--- config.mk ---
export PLATFORM = sky130hd
export DESIGN_NAME = uart_frame_parser_flat
export DESIGN_NICKNAME = d
export VERILOG_FILES = /design/src/rtl/uart_frame_parser_if.sv /design/src/rtl/uart_frame_parser.sv /design/src/flat_wrapper.sv
export SDC_FILE = /design/constraint.sdc
export NUM_CORES = 1
export LEC_CHECK = 0
export BUFFER_PORTS_ARGS = -buffer_cell sky130_fd_sc_hd__buf_2
export CAP_MARGIN = 10
export CORE_AREA = 4 4 233 235
export CTS_CLUSTER_DIAMETER = 120
export DETAILED_ROUTE_END_ITERATION = 7
export DIE_AREA = 0 0 237 239
export PLACE_DENSITY_LB_ADDON = 0.2
export SLEW_MARGIN = 20
export SYNTH_ARGS = -nofsm -noshare
export SYNTH_HDL_FRONTEND = slang
export SYNTH_SLANG_ARGS = --single-unit
--- constraint.sdc ---
create_clock -name clk -period 8.6 [get_ports clk]
set_clock_uncertainty 0.15 [all_clocks]
set_input_delay 0.43 -clock clk [delete_from_list [all_inputs] [get_ports clk]]
set_output_delay 0.43 -clock clk [all_outputs]
set_load 0.02 [all_outputs]
--- src/rtl/uart_frame_parser_if.sv ---
// uart_frame_parser_if
// Groups the two streaming sides of the frame parser:
//   - receiver FIFO read side : fifo_empty, fifo_dout (in to parser), fifo_rd_en (out)
//   - payload stream side     : out_data, out_valid, out_last (out), out_ready (in)
// master : the parser (drives fifo_rd_en and the out_* stream)
// slave  : the environment (receiver FIFO and payload consumer)
interface uart_frame_parser_if;
    logic       fifo_empty;
    logic [7:0] fifo_dout;
    logic       fifo_rd_en;
    logic [7:0] out_data;
    logic       out_valid;
    logic       out_ready;
    logic       out_last;

    modport master (
        input  fifo_empty, fifo_dout, out_ready,
        output fifo_rd_en, out_data, out_valid, out_last
    );

    modport slave (
        output fifo_empty, fifo_dout, out_ready,
        input  fifo_rd_en, out_data, out_valid, out_last
    );
endinterface

--- src/rtl/uart_frame_parser.sv ---
// uart_frame_parser
// Drains the UART receiver FIFO, hunts for SYNC_BYTE, parses CMD/LEN, buffers
// up to MAX_LEN payload bytes, checks the 8-bit additive checksum and only then
// releases the payload on a valid/ready stream.
// Wire format: SYNC, CMD, LEN, LEN payload bytes, CHK = (CMD+LEN+payload) mod 256.
//
// Ports:
//   clk, srst            clock, synchronous active-high reset
//   bus (master)         fifo_empty/fifo_dout/fifo_rd_en and out_data/out_valid/out_ready/out_last
//   frame_cmd/frame_len  CMD/LEN of the last good frame
//   frame_done           one-cycle pulse once a good frame is fully delivered
//   err_pulse/err_code   one-cycle error pulse; 1 = bad checksum, 2 = LEN > MAX_LEN, 3 = timeout
//
// Build option: define UART_FRAME_TIMEOUT_EN to add the inter-byte timeout
// (TIMEOUT_CYCLES idle cycles inside a frame abort it with err_code 3).
module uart_frame_parser #(
    parameter logic [7:0]  SYNC_BYTE      = 8'hA5,
    parameter int          MAX_LEN        = 64,
    parameter logic [31:0] TIMEOUT_CYCLES = 32'd20000
) (
    input  logic                clk,
    input  logic                srst,
    uart_frame_parser_if.master bus,
    output logic [7:0]          frame_cmd,
    output logic [7:0]          frame_len,
    output logic                frame_done,
    output logic                err_pulse,
    output logic [1:0]          err_code
);
    localparam int         IW        = (MAX_LEN > 1) ? $clog2(MAX_LEN) : 1;
    localparam logic [7:0] MAX_LEN_B = 8'(MAX_LEN);

    if (MAX_LEN < 1 || MAX_LEN > 255) begin : g_bad_max_len
        $error("uart_frame_parser: MAX_LEN must be 1..255");
    end
    if (TIMEOUT_CYCLES == 32'd0) begin : g_bad_timeout
        $error("uart_frame_parser: TIMEOUT_CYCLES must be nonzero");
    end

    typedef enum logic [2:0] {
        S_HUNT, S_CMD, S_LEN, S_PAYLOAD, S_CHK, S_EMIT
    } state_t;

    state_t     state;
    logic       in_flight;   // a read was accepted last cycle; fifo_dout is valid now
    logic [7:0] cur_cmd;
    logic [7:0] cur_len;
    logic [7:0] cnt;         // payload write index, then emit read index
    logic [7:0] sum;
    logic [7:0] rx;
    logic [7:0] nxt;
    logic [7:0] pay_mem [0:MAX_LEN-1];

    assign rx  = bus.fifo_dout;
    assign nxt = cnt + 8'd1;

    // Combinational so a read can be issued the same cycle the FIFO goes
    // non-empty; the in-flight flag limits us to one outstanding byte.
    assign bus.fifo_rd_en = !srst && !bus.fifo_empty && !in_flight && (state != S_EMIT);

    // Payload buffer: plain RAM, no reset needed.
    always_ff @(posedge clk) begin
        if (state == S_PAYLOAD && in_flight)
            pay_mem[cnt[IW-1:0]] <= rx;
    end

`ifdef UART_FRAME_TIMEOUT_EN
    logic [31:0] tcnt;
`endif

    always_ff @(posedge clk) begin
        if (srst) begin
            state         <= S_HUNT;
            in_flight     <= 1'b0;
            cur_cmd       <= '0;
            cur_len       <= '0;
            cnt           <= '0;
            sum           <= '0;
            bus.out_data  <= '0;
            bus.out_valid <= 1'b0;
            bus.out_last  <= 1'b0;
            frame_cmd     <= '0;
            frame_len     <= '0;
            frame_done    <= 1'b0;
            err_pulse     <= 1'b0;
            err_code      <= '0;
`ifdef UART_FRAME_TIMEOUT_EN
            tcnt          <= '0;
`endif
        end else begin
            frame_done <= 1'b0;
            err_pulse  <= 1'b0;
            in_flight  <= bus.fifo_rd_en;

            case (state)
                S_HUNT: begin
                    if (in_flight && rx == SYNC_BYTE) begin
                        sum   <= '0;
                        state <= S_CMD;
                    end
                end
                S_CMD: begin
                    if (in_flight) begin
                        cur_cmd <= rx;
                        sum     <= sum + rx;
                        state   <= S_LEN;
                    end
                end
                S_LEN: begin
                    if (in_flight) begin
                        if (rx > MAX_LEN_B) begin
                            err_pulse <= 1'b1;
                            err_code  <= 2'd2;
                            state     <= S_HUNT;
                        end else begin
                            cur_len <= rx;
                            sum     <= sum + rx;
                            cnt     <= '0;
                            state   <= (rx == 8'd0) ? S_CHK : S_PAYLOAD;
                        end
                    end
                end
                S_PAYLOAD: begin
                    if (in_flight) begin
                        sum <= sum + rx;
                        if (cnt == cur_len - 8'd1)
                            state <= S_CHK;
                        else
                            cnt <= nxt;
                    end
                end
                S_CHK: begin
                    if (in_flight) begin
                        if (rx == sum) begin
                            frame_cmd <= cur_cmd;
                            frame_len <= cur_len;
                            if (cur_len == 8'd0) begin
                                frame_done <= 1'b1;
                                state      <= S_HUNT;
                            end else begin
                                // First beat is presented straight away.
                                cnt           <= '0;
                                bus.out_valid <= 1'b1;
                                bus.out_data  <= pay_mem[0];
                                bus.out_last  <= (cur_len == 8'd1);
                                state         <= S_EMIT;
                            end
                        end else begin
                            err_pulse <= 1'b1;
                            err_code  <= 2'd1;
                            state     <= S_HUNT;
                        end
                    end
                end
                S_EMIT: begin
                    if (bus.out_valid && bus.out_ready) begin
                        if (bus.out_last) begin
                            bus.out_valid <= 1'b0;
                            bus.out_last  <= 1'b0;
                            frame_done    <= 1'b1;
                            state         <= S_HUNT;
                        end else begin
                            cnt          <= nxt;
                            bus.out_data <= pay_mem[nxt[IW-1:0]];
                            bus.out_last <= (nxt == cur_len - 8'd1);
                        end
                    end
                end
                default: state <= S_HUNT;
            endcase

`ifdef UART_FRAME_TIMEOUT_EN
            // Only fires on a cycle with no byte arriving, so it never
            // competes with the state updates above.
            if (state == S_CMD || state == S_LEN || state == S_PAYLOAD || state == S_CHK) begin
                if (in_flight) begin
                    tcnt <= '0;
                end else if (tcnt == TIMEOUT_CYCLES - 32'd1) begin
                    tcnt      <= '0;
                    err_pulse <= 1'b1;
                    err_code  <= 2'd3;
                    state     <= S_HUNT;
                end else begin
                    tcnt <= tcnt + 32'd1;
                end
            end else begin
                tcnt <= '0;
            end
`endif
        end
    end
endmodule

--- src/flat_wrapper.sv ---
// flat-port wrapper written by rule: the top's interface ports become plain ports
module uart_frame_parser_flat 
#(
    parameter logic [7:0]  SYNC_BYTE      = 8'hA5,
    parameter int          MAX_LEN        = 64,
    parameter logic [31:0] TIMEOUT_CYCLES = 32'd20000
)
  (clk, srst, frame_cmd, frame_len, frame_done, err_pulse, err_code, bus_fifo_empty, bus_fifo_dout, bus_out_ready, bus_fifo_rd_en, bus_out_data, bus_out_valid, bus_out_last);
  uart_frame_parser_if bus_i ();
  input  logic clk;
  input  logic srst;
  output logic [7:0] frame_cmd;
  output logic [7:0] frame_len;
  output logic frame_done;
  output logic err_pulse;
  output logic [1:0] err_code;
  input wire logic [$bits(bus_i.fifo_empty)-1:0] bus_fifo_empty;
  input wire logic [$bits(bus_i.fifo_dout)-1:0] bus_fifo_dout;
  input wire logic [$bits(bus_i.out_ready)-1:0] bus_out_ready;
  output wire logic [$bits(bus_i.fifo_rd_en)-1:0] bus_fifo_rd_en;
  output wire logic [$bits(bus_i.out_data)-1:0] bus_out_data;
  output wire logic [$bits(bus_i.out_valid)-1:0] bus_out_valid;
  output wire logic [$bits(bus_i.out_last)-1:0] bus_out_last;
  assign bus_i.fifo_empty = bus_fifo_empty;
  assign bus_i.fifo_dout = bus_fifo_dout;
  assign bus_i.out_ready = bus_out_ready;
  assign bus_fifo_rd_en = bus_i.fifo_rd_en;
  assign bus_out_data = bus_i.out_data;
  assign bus_out_valid = bus_i.out_valid;
  assign bus_out_last = bus_i.out_last;
  uart_frame_parser #(.SYNC_BYTE(SYNC_BYTE), .MAX_LEN(MAX_LEN), .TIMEOUT_CYCLES(TIMEOUT_CYCLES)) u_core (.clk(clk), .srst(srst), .bus(bus_i), .frame_cmd(frame_cmd), .frame_len(frame_len), .frame_done(frame_done), .err_pulse(err_pulse), .err_code(err_code));
endmodule
After elaboration in Yosys (flattened, before gate mapping)
Memory sizes are Yosys's and may differ from the RTL's.
Index checks and enable logic that the tools add are counted.
Widths: inputs -> output; s select.

storage, ports and cells
  input port bits = 12
  memory bits (writable) = 512
  output and inout port bits = 31
  word-level logic and storage cells = 138
  memories = 1
  register bits after elaboration = 66

memories
  memory          words  width  read ports  clocked after memory_dff  write ports  RTL line                 text
  u_core.pay_mem  64     8      2           0                         1            uart_frame_parser.sv:52  logic [7:0] pay_mem [0:MAX_LEN-1];

operators by class
  equal/unequal tests = 27
  bitwise gates (word level) = 1
  mux-type cells = 64
  reduce and logical (&&, ||, !) cells = 27
  order comparisons = 1
  add/subtract/negate cells = 3

operator list
  kind                 number
  $mux 8               18
  $mux 3               12
  $pmux 8 s4           1
  $eq 8x8->1           3
  $pmux 8 s3           1
  $mux 1               21
  $ne 2x1->1 const B   10
  $pmux 3 s6           1
  $logic_not 8->1      2
  $pmux 8 s2           1
  $reduce_and 5->1     3
  $ne 2x2->1 const B   6
  $reduce_and 6->1     2
  $reduce_and 10->1    1
  $add 8x1->8 const B  1
  $add 8x8->8          1
  $eq 8x1->1 const B   1
  $eq 8x8->1 const B   1
  $gt 8x7->1 const B   1
  $mux 2               4
  $pmux 1 s2           4
  $reduce_and 8->1     1
  $sub 8x1->8 const B  1
  $eq 3x2->1 const B   2
  other kinds (14)     24

Logic depth before layout (Yosys ltp)
  depth after elaboration = 5
  depth in mapped cells = 10
  mapped depth without buffers = 9

Least setup slack after synthesis
OpenSTA, ideal clock, no wires.

  path type = register -> register
  start = reg u_core.cnt[0]
  end = mem u_core.pay_mem[45][0], enable pin
  period minus slack after synthesis = 3,134 ps
  setup slack = 5,466 ps
  arrival time = 2,614 ps
  setup time = 370 ps
  cell stages (with the launch flop) = 10
  path buffers = 6
  required time = 8,080 ps
  cell sequence = dfxtp_1 > buf_2 > buf_2 > buf_2 > buf_2 > clkbuf_1 > nand3b_1 > or2_2 > clkbuf_1 > nor2_1

RTL lines
  what                    RTL line                  text
  from (decl)             uart_frame_parser.sv:48   logic [7:0] cnt;
  from (signal assigned)  uart_frame_parser.sv:129  cnt <= nxt;
  from (signal assigned)  uart_frame_parser.sv:163  cnt <= nxt;
  to (decl)               uart_frame_parser.sv:52

Straight into the memory's write port.

Worst setup path after layout
  start = reg u_core.cnt[0]
  end = reg u_core.bus.out_data[7]

on the way
  longest elaborated chain between the ends = 5

RTL lines
  what                  RTL line                    text
  $add 8x1->8           uart_frame_parser.sv:55     assign nxt = cnt + 8'd1;
  $mem_v2 64x8          n/a
  $mux 8                uart_frame_parser.sv:157    if (bus.out_last) begin
  $mux 8                uart_frame_parser.sv:156    if (bus.out_valid && bus.out_ready) begin
  $pmux 8 s2            uart_frame_parser.sv:95     case (state)
  to (signal assigned)  uart_frame_parser.sv:144    bus.out_data <= pay_mem[0];
  to (signal assigned)  uart_frame_parser.sv:164    bus.out_data <= pay_mem[nxt[IW-1:0]];
  to (decl)             uart_frame_parser_if.sv:18  output fifo_rd_en, out_data, out_valid, out_last

No other way between the ends. The select of a mux whose other input is x is not followed.
A chain may end at the register's enable or synchronous reset.

==> impl_metrics.json <==
{
  "met3_length_mm": 4.14,
  "final_area_sq_mm": 0.0262,
  "start_util": 0.447,
  "vias": 12138,
  "synth.area.mux_share": 0.166,
  "die_w_microns": 237,
  "rsz0062_at_grt": "false",
  "vias_per_cell": 5.91,
  "dpl_cell_area_sq_mm": 0.0243,
  "wl_per_cell_microns": 27.2,
  "clkTransAtPathRegs_ns": 0.06,
  "drtIter0Drc": 1139,
  "htreeDepth": 2,
  "ant_nets": 0,
  "crit_chain": "buf_4, buf_4, mux4_2, mux4_2, nor2_1, nor4_1, a211o_1, a32o_1",
  "syn2layout_area_growth_pct": 12.1,
  "multiInputGateArea_sq_mm": 0.00634,
  "tns_ns": 0,
  "yosys.area_share.simple": 0.0541,
  "ys.flop_type": "edfxtp_1",
  "slew_viol_final": 0,
  "seq_area_frac_synth": 0.715,
  "avgSynthCellArea_sq_um": 18.3,
  "cpLargestDelayFamily": "buffers and inverters",
  "async_reset_ff_frac": 0,
  "syn_nets": 1297,
  "top_layer_used": "met4",
  "synth_top_family_by_area": "multiplexers",
  "power.leakage_uw": 0.00813,
  "path_max_fanout": 43,
  "regArea_sq_mm": 0.0167,
  "final-setup-viol-count": 0,
  "clk_path_buf_depth": 3,
  "synthAdderAreaFrac": 0.00622,
  "gp_congestion": 0.843,
  "max_slew_margin": 0.236,
  "status": "finished clean",
  "path_buf_inv": 2,
  "nets": 1342,
  "cts_tree": "done",
  "final_common_cell": "edfxtp_1",
  "n_antenna_cell": 0,
  "ios": 43,
  "synth.area.top_cells": "edfxtp_1 66%, mux4_2 14%, dfxtp_1 5.7%",
  "crit_type": "reg -> reg",
  "ys_warn_count": 0,
  "netlist.area_leader.share": 0.659,
  "start_kind": "register",
  "wl_mm": 55.9,
  "synth.distinct_cells": 60,
  "gr-total-overflow": 0,
  "dpl.cell_count": 1946,
  "place_hpwl_mm": 33.7,
  "wl_met1_mm": 23.4,
  "clk_latency_ns": 0.62,
  "io_buffers": 42,
  "cp_slowest_cell": "dfxtp_4",
  "yosysTopAreaCell": "edfxtp_1",
  "synthXorXnorAreaFrac": 0.0130,
  "ir_worst_vdd_mv": 0.155,
  "cts_sinks": 578,
  "cts-root-buf": "clkbuf_16",
  "worstSetupEndpointType": "register",
  "cp.arrival_ns": 4.81,
  "synth_edf_count": 512,
  "die_y_microns": 239,
  "drc": 0,
  "grtUsageTotal": 0.198,
  "timing.final.ws_setup_ns": 4.15,
  "synth_compound_area_frac": 0.0299,
  "powerDensity_mw_per_mm2": 213,
  "fin_cells": 2053,
  "grt_max_degree": 101,
  "drtPass1Iterations": 6,
  "clock.fmax_ghz": 0.225,
  "tightest_slew_ns": 1.14,
  "grt_pass1_wl_mm": 82.8,
  "hp-class": "in -> reg",
  "ys_ff_latch": 578,
  "drive_gt1_frac": 0.235,
  "core_sq_mm": 0.0522,
  "grt_pass1_vias": 12056,
  "n_fill_cell": 4214,
  "mostFrequentLayoutCells": "512 x edfxtp_1, 150 x mux4_2, 134 x nor2_1",
  "synth_area_sq_mm": 0.0233,
  "cp_slowest_stage_delay_ns": 0.87,
  "place_ws_ns": 4.00,
  "drv_cap": 0,
  "min_period_ns": 4.45,
  "num_rows": 84,
  "ctsResizeCount": 0,
  "grt_antenna_before_repair": 3,
  "postSynthCellCount": 1274,
  "numCtsBuffers": 58,
  "route.met2.wl_mm": 26.8,
  "die_area_sq_mm": 0.0566,
  "required_ns": 8.96,
  "hold_viol": 0,
  "period_share": 0.517
}
## cell families (layout without fill, tap and decap cells)
| group | count (synthesis) | count (layout) |
|---|---|---|
| mux | 198 | 198 |
| flops | 578 | 578 |
| fa+ha+maj | 11 | 11 |
| xor+xnor | 33 | 33 |
| buf+inv | 90 | 181 |
| simple gates | 262 | 262 |
| compound gates | 102 | 102 |
## metrics by stage
stage / total power (uW) / utilization / hold WS [ns]
finish: 5580 / 0.501 / 0.122
global route: 5740 / 0.501 / 0.137
CTS: 5620 / 0.501 / 0.0806
detailed placement: 3180 / 0.466 / 0.303
global placement: 3180 / 0.466 / 0.296
floorplan: 3120 / - / 0.310
## per-layer routing
layer	vias to the layer above	GRT usage
met1	6319	0.285
met5	-	0
met4	0	0.0609
li1	5244	-
met3	89	0.0335
met2	486	0.314
## final timing paths
path	from	to	slack [ns]	depth (start not counted)
min	bus_fifo_dout[0]	u_core.cur_cmd[0]$_SDFFE_PP0P_	0.12	3
min reg2reg	u_core.err_code[1]$_SDFFE_PP0P_	u_core.err_code[1]$_SDFFE_PP0P_	0.32	2
max reg2reg	u_core.cnt[0]$_SDFFE_PP0P_	u_core.bus.out_data[7]$_SDFFE_PP0P_	4.15	8
max	u_core.cnt[0]$_SDFFE_PP0P_	u_core.bus.out_data[7]$_SDFFE_PP0P_	4.15	8
## registers in the layout, summed over array words and instances, names as in the netlist, 3 cells and up
name and flops:
u_core.frame_cmd 8, u_core.cnt 8, u_core.bus.out_data 8, u_core.state 3
u_core.pay_mem 512, u_core.cur_len 8, u_core.frame_len 8, u_core.sum 8
u_core.cur_cmd 8
## report_power, final
part           switching [uW]  internal (uW)  total [uW]
clock                    1050           1410        2460
sequential              0.666           3050        3050
combinational            57.1           8.86        66.0
## synthesized netlist by cell type, drive strengths merged, types with 3 or more instances
cell,number
a22oi,5
o21ai,7
nor3,18
o21bai,3
nand3b,6
nand4,5
nand2,27
and3,5
nor3b,4
nor4,11
a31oi,3
or4,9
nor2,134
nand2b,7
mux4,150
or2,6
nor4b,5
inv,10
mux2i,40
xor2,13
ha,10
dfxtp,66
nor2b,6
a221oi,7
clkbuf,55
a21oi,26
nand3,10
a21o,3
or3b,4
o31ai,12
mux2,8
edfxtp,512
a211oi,3
o22ai,15
buf,25
xnor2,19
## worst register-to-register path, stage by stage, from the launching register on
cell and delay (ns):
dfxtp_4 0.87, buf_4 0.79, buf_4 0.68, mux4_2 0.60, mux4_2 0.53, nor2_1 0.12
nor4_1 0.07, a211o_1 0.30, a32o_1 0.24
## repair_timing
item,in CTS,in global routing
endpoints found under the hold margin,1,0
setup endpoints to repair,0,0
hold buffers,1,0
setup buffers,0,0
## area by class of cell
type                            count  share of cell area
Tap cell                          688              0.0329
Clock inverter                     31              0.0109
Clock buffer                       75              0.0591
Timing Repair Buffer               65              0.0152
Inverter                           10             0.00143
Sequential cell                   578               0.638
Multi-Input combinational cell    606               0.242
No activity file was read; power rests on OpenSTA's default activity.
